===== src/rtl/cube_frame_scheduler.sv =====
// cube_frame_scheduler
// Chooses between UART frames and locally generated frames for the LED cube,
// keeps the UART receiver byte-aligned by pulsing its reset after an idle gap
// on the serial line, and double-buffers the chosen frame so the scanner only
// sees a new frame at the end of a full refresh.
module cube_frame_scheduler #(
    parameter int GAP_CYCLES     = 100000,
    parameter int TIMEOUT_CYCLES = 200000000
) (
    input  logic         clk,
    input  logic         rst,
    input  logic         rx,
    input  logic         force_local,
    input  logic [511:0] uart_frame_flat,
    input  logic         uart_frame_valid,
    output logic         uart_rst,
    output logic         uart_en,
    input  logic [511:0] loc_frame_flat,
    input  logic         loc_frame_valid,
    output logic         loc_frame_ready,
    input  logic         scan_frame_done,
    output logic [511:0] disp_frame_flat,
    output logic         src_uart,
    output logic         swap_pulse,
    output logic         drop_pulse
);

    localparam int GAP_W = (GAP_CYCLES > 1) ? $clog2(GAP_CYCLES) : 1;
    localparam int TMO_W = (TIMEOUT_CYCLES > 1) ? $clog2(TIMEOUT_CYCLES) : 1;
    localparam logic [GAP_W-1:0] GAP_MAX = GAP_W'(GAP_CYCLES - 1);
    localparam logic [TMO_W-1:0] TMO_MAX = TMO_W'(TIMEOUT_CYCLES - 1);

    typedef enum logic [0:0] {
        SRC_LOCAL = 1'b0,
        SRC_UART  = 1'b1
    } src_state_t;

    // rx synchronizer and resync logic
    logic             rx_meta_r;
    logic             rx_sync_r;
    logic [GAP_W-1:0] gap_cnt_r;
    logic [GAP_W-1:0] gap_cnt_s;
    logic             armed_r;
    logic             armed_s;
    logic             resync_s;
    logic             uart_rst_r;

    // source selection
    src_state_t       state_r;
    src_state_t       state_s;
    logic [TMO_W-1:0] tmo_cnt_r;
    logic [TMO_W-1:0] tmo_cnt_s;
    logic             uart_en_r;

    // frame buffering
    logic             uart_acc_s;
    logic             loc_ready_s;
    logic             loc_acc_s;
    logic             cap_s;
    logic [511:0]     cap_data_s;
    logic             swap_s;
    logic             drop_s;
    logic             pending_r;
    logic             pending_s;
    logic [511:0]     back_r;
    logic [511:0]     front_r;
    logic             swap_pulse_r;
    logic             drop_pulse_r;

    // Two-flop synchronizer on the raw serial line; idles high so resets to 1
    always_ff @(posedge clk or posedge rst) begin
        if (rst) begin
            rx_meta_r <= 1'b1;
            rx_sync_r <= 1'b1;
        end else begin
            rx_meta_r <= rx;
            rx_sync_r <= rx_meta_r;
        end
    end

    // Idle-gap counter and arm flag: a resync fires once per idle period, only after rx has been low
    always_comb begin
        gap_cnt_s = gap_cnt_r;
        armed_s   = armed_r;
        resync_s  = 1'b0;
        if (!rx_sync_r) begin
            gap_cnt_s = '0;
            armed_s   = 1'b1;
        end else begin
            if (gap_cnt_r != GAP_MAX) begin
                gap_cnt_s = gap_cnt_r + GAP_W'(1);
            end else begin
                gap_cnt_s = gap_cnt_r;
            end
            if ((gap_cnt_r == GAP_MAX) && armed_r) begin
                resync_s = 1'b1;
                armed_s  = 1'b0;
            end else begin
                resync_s = 1'b0;
                armed_s  = armed_r;
            end
        end
    end

    // Resync state registers; receiver reset is held high through our own reset
    always_ff @(posedge clk or posedge rst) begin
        if (rst) begin
            gap_cnt_r  <= '0;
            armed_r    <= 1'b0;
            uart_rst_r <= 1'b1;
        end else begin
            gap_cnt_r  <= gap_cnt_s;
            armed_r    <= armed_s;
            uart_rst_r <= resync_s;
        end
    end

    assign uart_acc_s = uart_frame_valid & ~force_local;

    // Source FSM next state and UART silence timeout
    always_comb begin
        state_s   = state_r;
        tmo_cnt_s = tmo_cnt_r;
        case (state_r)
            SRC_LOCAL: begin
                tmo_cnt_s = '0;
                if (uart_acc_s) begin
                    state_s = SRC_UART;
                end else begin
                    state_s = SRC_LOCAL;
                end
            end
            SRC_UART: begin
                if (force_local) begin
                    state_s   = SRC_LOCAL;
                    tmo_cnt_s = '0;
                end else if (uart_acc_s) begin
                    // a fresh frame keeps the UART source alive even on the timeout cycle
                    state_s   = SRC_UART;
                    tmo_cnt_s = '0;
                end else if (tmo_cnt_r == TMO_MAX) begin
                    state_s   = SRC_LOCAL;
                    tmo_cnt_s = '0;
                end else begin
                    state_s   = SRC_UART;
                    tmo_cnt_s = tmo_cnt_r + TMO_W'(1);
                end
            end
            default: begin
                state_s   = SRC_LOCAL;
                tmo_cnt_s = '0;
            end
        endcase
    end

    // Source FSM state, timeout counter and receiver enable registers
    always_ff @(posedge clk or posedge rst) begin
        if (rst) begin
            state_r   <= SRC_LOCAL;
            tmo_cnt_r <= '0;
            uart_en_r <= 1'b0;
        end else begin
            state_r   <= state_s;
            tmo_cnt_r <= tmo_cnt_s;
            uart_en_r <= ~force_local;
        end
    end

    // Capture selection, swap trigger and pending/drop bookkeeping
    always_comb begin
        loc_ready_s = (state_r == SRC_LOCAL) & ~pending_r & ~uart_frame_valid;
        loc_acc_s   = loc_frame_valid & loc_ready_s;
        cap_s       = uart_acc_s | loc_acc_s;
        swap_s      = scan_frame_done & pending_r;
        // a capture coinciding with a swap is not a drop: the old back frame moves to front
        drop_s      = uart_acc_s & pending_r & ~swap_s;
        if (uart_acc_s) begin
            cap_data_s = uart_frame_flat;
        end else begin
            cap_data_s = loc_frame_flat;
        end
        if (cap_s) begin
            pending_s = 1'b1;
        end else if (swap_s) begin
            pending_s = 1'b0;
        end else begin
            pending_s = pending_r;
        end
    end

    // Back/front frame buffers and single-cycle status pulses
    always_ff @(posedge clk or posedge rst) begin
        if (rst) begin
            back_r       <= '0;
            front_r      <= '0;
            pending_r    <= 1'b0;
            swap_pulse_r <= 1'b0;
            drop_pulse_r <= 1'b0;
        end else begin
            if (cap_s) begin
                back_r <= cap_data_s;
            end
            if (swap_s) begin
                front_r <= back_r;
            end
            pending_r    <= pending_s;
            swap_pulse_r <= swap_s;
            drop_pulse_r <= drop_s;
        end
    end

    assign uart_rst        = uart_rst_r;
    assign uart_en         = uart_en_r;
    assign loc_frame_ready = loc_ready_s;
    assign disp_frame_flat = front_r;
    assign src_uart        = (state_r == SRC_UART);
    assign swap_pulse      = swap_pulse_r;
    assign drop_pulse      = drop_pulse_r;

endmodule


===== config.mk =====
export PLATFORM = sky130hd
export DESIGN_NAME = cube_frame_scheduler
export DESIGN_NICKNAME = d
export VERILOG_FILES = /design/src/rtl/cube_frame_scheduler.sv
export SDC_FILE = /design/constraint.sdc
export NUM_CORES = 2
export LEC_CHECK = 0
export CAP_MARGIN = 20
export CORE_AREA = 8 8 592 594
export CTS_CLUSTER_DIAMETER = 40
export DETAILED_ROUTE_END_ITERATION = 8
export DIE_AREA = 0 0 600 602
export PLACE_DENSITY = 0.38
export SYNTH_ARGS = -nofsm -noshare
export SYNTH_HDL_FRONTEND = slang
export SYNTH_SLANG_ARGS = --single-unit

===== constraint.sdc =====
create_clock -name clk -period 38.2 [get_ports clk]
set_input_delay 7.64 -clock clk [delete_from_list [all_inputs] [get_ports clk]]
set_output_delay 7.64 -clock clk [all_outputs]
set_load 0.05 [all_outputs]

# After elaboration in Yosys (flattened, before gate mapping)
# Cells that the tools add are included.
# classes
n_addsub,2
eq_ne,5
n_mux,18
bitwise,13
reduce_logical,2
# op_table
op,n
$mux 512,1
$mux 28,3
$pmux 28 s2,1
$mux 17,2
$add 28x1->28 const B,1
$eq 28x28->1 const B,1
$add 17x1->17 const B,1
$eq 17x17->1 const B,1
$ne 17x17->1 const B,1
$mux 1,10
$and 1x1->1,7
$not 1->1,5
$ne 2x1->1 const B,2
$pmux 1 s2,1
$reduce_bool 2->1,1
$logic_and 1x1->1,1
$or 1x1->1,1
# word_totals
reg_bits,1078
inputBits,1031
output_inout_bits,518
wordCells,53

# Longest topological paths before layout
# logic_depth
word_depth,6
depth_mapped,8
ltp_nobuf,6

# Least setup slack after synthesis
# OpenSTA, ideal clock, no wires.
# synth_path
kind,input-to-output
startpoint,in uart_frame_valid
endpoint,out loc_frame_ready
arrival_time_ps,8785
required_time_ps,30560
slack_ps,21775
stages,1
path_buffers,0
path_cell_list,nor3_1
# synth_between
elab_chain_len,2
# synth_rtl
element,line,text
start: declaration,15,"input logic uart_frame_valid,"
$not 1->1,171,loc_ready_s = (state_r == SRC_LOCAL) & ~pending_r & ~uart_frame_valid;
$and 1x1->1,171,
end: declaration,20,"output logic loc_frame_ready,"
# Every way passes these cells.

# Worst setup path in the final report
# Ends and elaborated chain as after synthesis.

==> summary.md <==
| Metric | Value |
|---|---|
| Status | finished clean |
| DRT Pass-1 Iters | 5 |
| Vias in the first global route | 45200 |
| DRT antenna net count | 0 |
| Mapped Avg Cell Area | 8.56 µm² |
| Num ports | 1549 |
| CP Class | input pin to output pin |
| GRT overflow | 0 |
| Synth Cell Area | 0.0446 mm² |
| Period utilization | 0.454 |
| Total track usage | 0.164 |
| Clock sinks | 1078 |
| WL/cell | 26.8 µm |
| Share of the synthesized area in the top cell type | 0.604 |
| Slew Viols, Final | 0 |
| Synth unique cells | 46 |
| Total power | 5490 µW |
| Die area | 0.361 mm² |
| Element type at the critical path end | output pin |
| Final worst slack | 20.85 ns |
| Syn Inst Count | 5205 |
| Fraction of registers with async set/reset | 1.00 |
| Largest net degree at the start of global routing | 210 |
| DR vias/cell | 3.79 |
| Number of hold buffers added after cts | 0 |
| Area delta synth->final | 67.5% |
| DRC Markers | 0 |
| Final nets | 7776 |
| FMAX | 57.7 MHz |
| Commonest register cell after synthesis | dfrtp_1 |
| Hold path depth | 0 |
| Rows | 215 |
| Postcts setup bufs | 0 |
| RR Startpoint | src_uart |
| Seq. cell area | 0.0270 mm² |
| Final setup fails | 0 |
| Post-cts resize count | 0 |
| Reg clk slew, reported paths | 0.04 ns |
| Gpl congestion | 0.896 |
| Fin crit period | 17.35 ns |
| Largest area contributor in the netlist | dfrtp_1 |
| Cts bufs inserted | 280 |
| Worst ir drop on vdd | 0.0000320 V |
| Startpoint Class | input pin |
| PwrDens | 73.5 mW/mm² |
| TNS Setup | 0 ns |
| Share of cells above drive strength 1 | 0.0777 |
| CTS Buffer Depth | 4 |
| Initial antenna violation count | 130 |
| Ranking of synthesized cells by area | dfrtp_1 (60%), nand2_1 (22%), a31oi_1 (7.2%), nor2_1 (4.7%), clkbuf_1 (1.7%) |
| Hold Vio Cnt, Final | 0 |
| FF-to-FF End | back_r[75] |
| Mapped Nets | 6238 |
| Seq cells post-synth | 1078 |
| Core area | 0.341 mm² |
| YS warnings | 0 |
| Worst-skew pair later-pin latency | 0.86 ns |
| Max Clock Skew | 0.0597 ns |
| Slew @ Worst Pin | 1.13 ns |
| CP Data Arrival Time | 9.71 ns |
| Die Width | 600 µm |
| Final wirelength | 310000 µm |
| R2R Setup Slk | 33.13 ns |
| RSZ-0062 raised after global routing | no |
| Port Buffers | 1548 |
| CP max FO | 4 |
| Leak | 0.0324 µW |
| DRT iter0 DRCs | 3237 |
| FILL cells | 37700 |
| Max-cap violations | 0 |
| Post-synthesis sequential area ratio | 0.605 |
| Area of the multi-input gates | 0.0160 mm² |
| H-tree level count | 5 |
| WHS Endpoint | rx_sync_r |
| First-pass GRT wire length | 411000 µm |
| Post-synth EDFFs | 0 |
| Worst Hold Class | register to register |
| Max-slew headroom | 0.250 |
| Hold_sp | rx_meta_r |
| Initial Util | 0.131 |
| DP Wirelength | 245000 µm |
| CTS tree | done |
| Die H | 602 µm |
| CP Data Required Time | 30.56 ns |
| Via count | 43900 |
| Pre-CTS WS | 20.85 ns |
| Root Buffer Master | clkbuf_16 |
| Register-to-Register Path Depth | 7 |
## sequential cells by signal, indices dropped and copies added, names as in the netlist
| name | cells |
|---|---|
| swap_pulse | 1 |
| drop_pulse | 1 |
| armed_r | 1 |
| uart_rst | 1 |
| back_r | 512 |
| rx_meta_r | 1 |
| uart_en | 1 |
| pending_r | 1 |
| rx_sync_r | 1 |
| disp_frame_flat | 512 |
| tmo_cnt_r | 28 |
| src_uart | 1 |
| gap_cnt_r | 17 |
## report_power, final
group	internal [µW]	switching, µW	leakage, µW
Clock	1710	782	0.00481
Sequential	1390	149	0.0127
Combinational	453	1010	0.0150
Total	3550	1940	0.0324
## critical path: stages
cell,delay [ns]
clkdlybuf4s50_1,0.54
nor3_1,0.58
clkdlybuf4s50_1,0.93
## routing by layer
layer	global-route usage	part of all wire
met5	0	0.0013
met1	0.210	0.43
met3	0.0494	0.078
met2	0.270	0.47
met4	0.0402	0.026
## placed cells by master, fill, tap and decap left out, types with 44 or more instances in the layout
| master | n |
|---|---|
| diode_2 | 44 |
| clkinv_2 | 50 |
| buf_4 | 49 |
| clkbuf_8 | 49 |
| nor2_1 | 557 |
| clkbuf_16 | 285 |
| clkdlybuf4s50_1 | 1544 |
| dfrtp_1 | 1075 |
| nand2_1 | 2578 |
| a31oi_1 | 514 |
## layout make-up
type                            count  share of cell area
Antenna cell                       44             0.00147
Clock buffer                      374               0.107
Clock inverter                    128              0.0253
Inverter                            5            0.000453
Multi-Input combinational cell   3776               0.214
Sequential cell                  1078               0.361
Tap cell                         4557              0.0764
Timing Repair Buffer             1602               0.214
## Yosys cell counts (2+ instances only)
cell type	n
a21oi_1	5
o21ai_0	4
xor2_1	23
xnor2_1	13
dfrtp_1	1075
nand4_1	9
nor4_1	2
dfstp_2	3
a31oi_1	514
and3_1	13
clkbuf_1	196
nand3_1	18
and4_1	5
ha_1	2
buf_1	5
buf_2	89
and2_1	4
nor3_1	3
inv_1	4
nand2_1	2580
nor2_1	557
nor2b_1	2
buf_4	55
nand2b_1	2
## stage by stage
step | hold slack, ns | utilization | instances | instance area (µm²)
after floorplan | 0.345 | - | 5205 | 44600
after global placement | 0.348 | 0.190 | 11000 | 64700
after detailed placement | 0.347 | 0.190 | 11000 | 64700
after CTS | 0.354 | 0.219 | 11500 | 74500
after global routing | 0.361 | 0.219 | 11500 | 74600
final | 0.353 | 0.219 | 11600 | 74700
## how the worst max path moves through the flow
stage	from	endpoint	slack, ns	cells past startpoint
2_1_floorplan	rst	armed_r	0.22	1
3_3_place_gp	uart_frame_valid	loc_frame_ready	20.81	3
3_5_place_dp	uart_frame_valid	loc_frame_ready	20.85	3
4_1_cts	uart_frame_valid	loc_frame_ready	20.83	3
5_1_grt	uart_frame_valid	loc_frame_ready	20.83	3
6_report	uart_frame_valid	loc_frame_ready	20.85	3
## logic make-up after synthesis
group / Yosys count / share of synthesized area
and+or+nand+nor: 3210 / 0.276
adders and majority gates: 2 / 0.000561
muxes: 1 / 0.000225
AOI/OAI and AO/OA: 527 / 0.0742
DFF: 1078 / 0.605
buffers and inverters: 351 / 0.0369
xor gates and xnor gates: 36 / 0.00708
No activity file was read; power rests on OpenSTA's default activity.
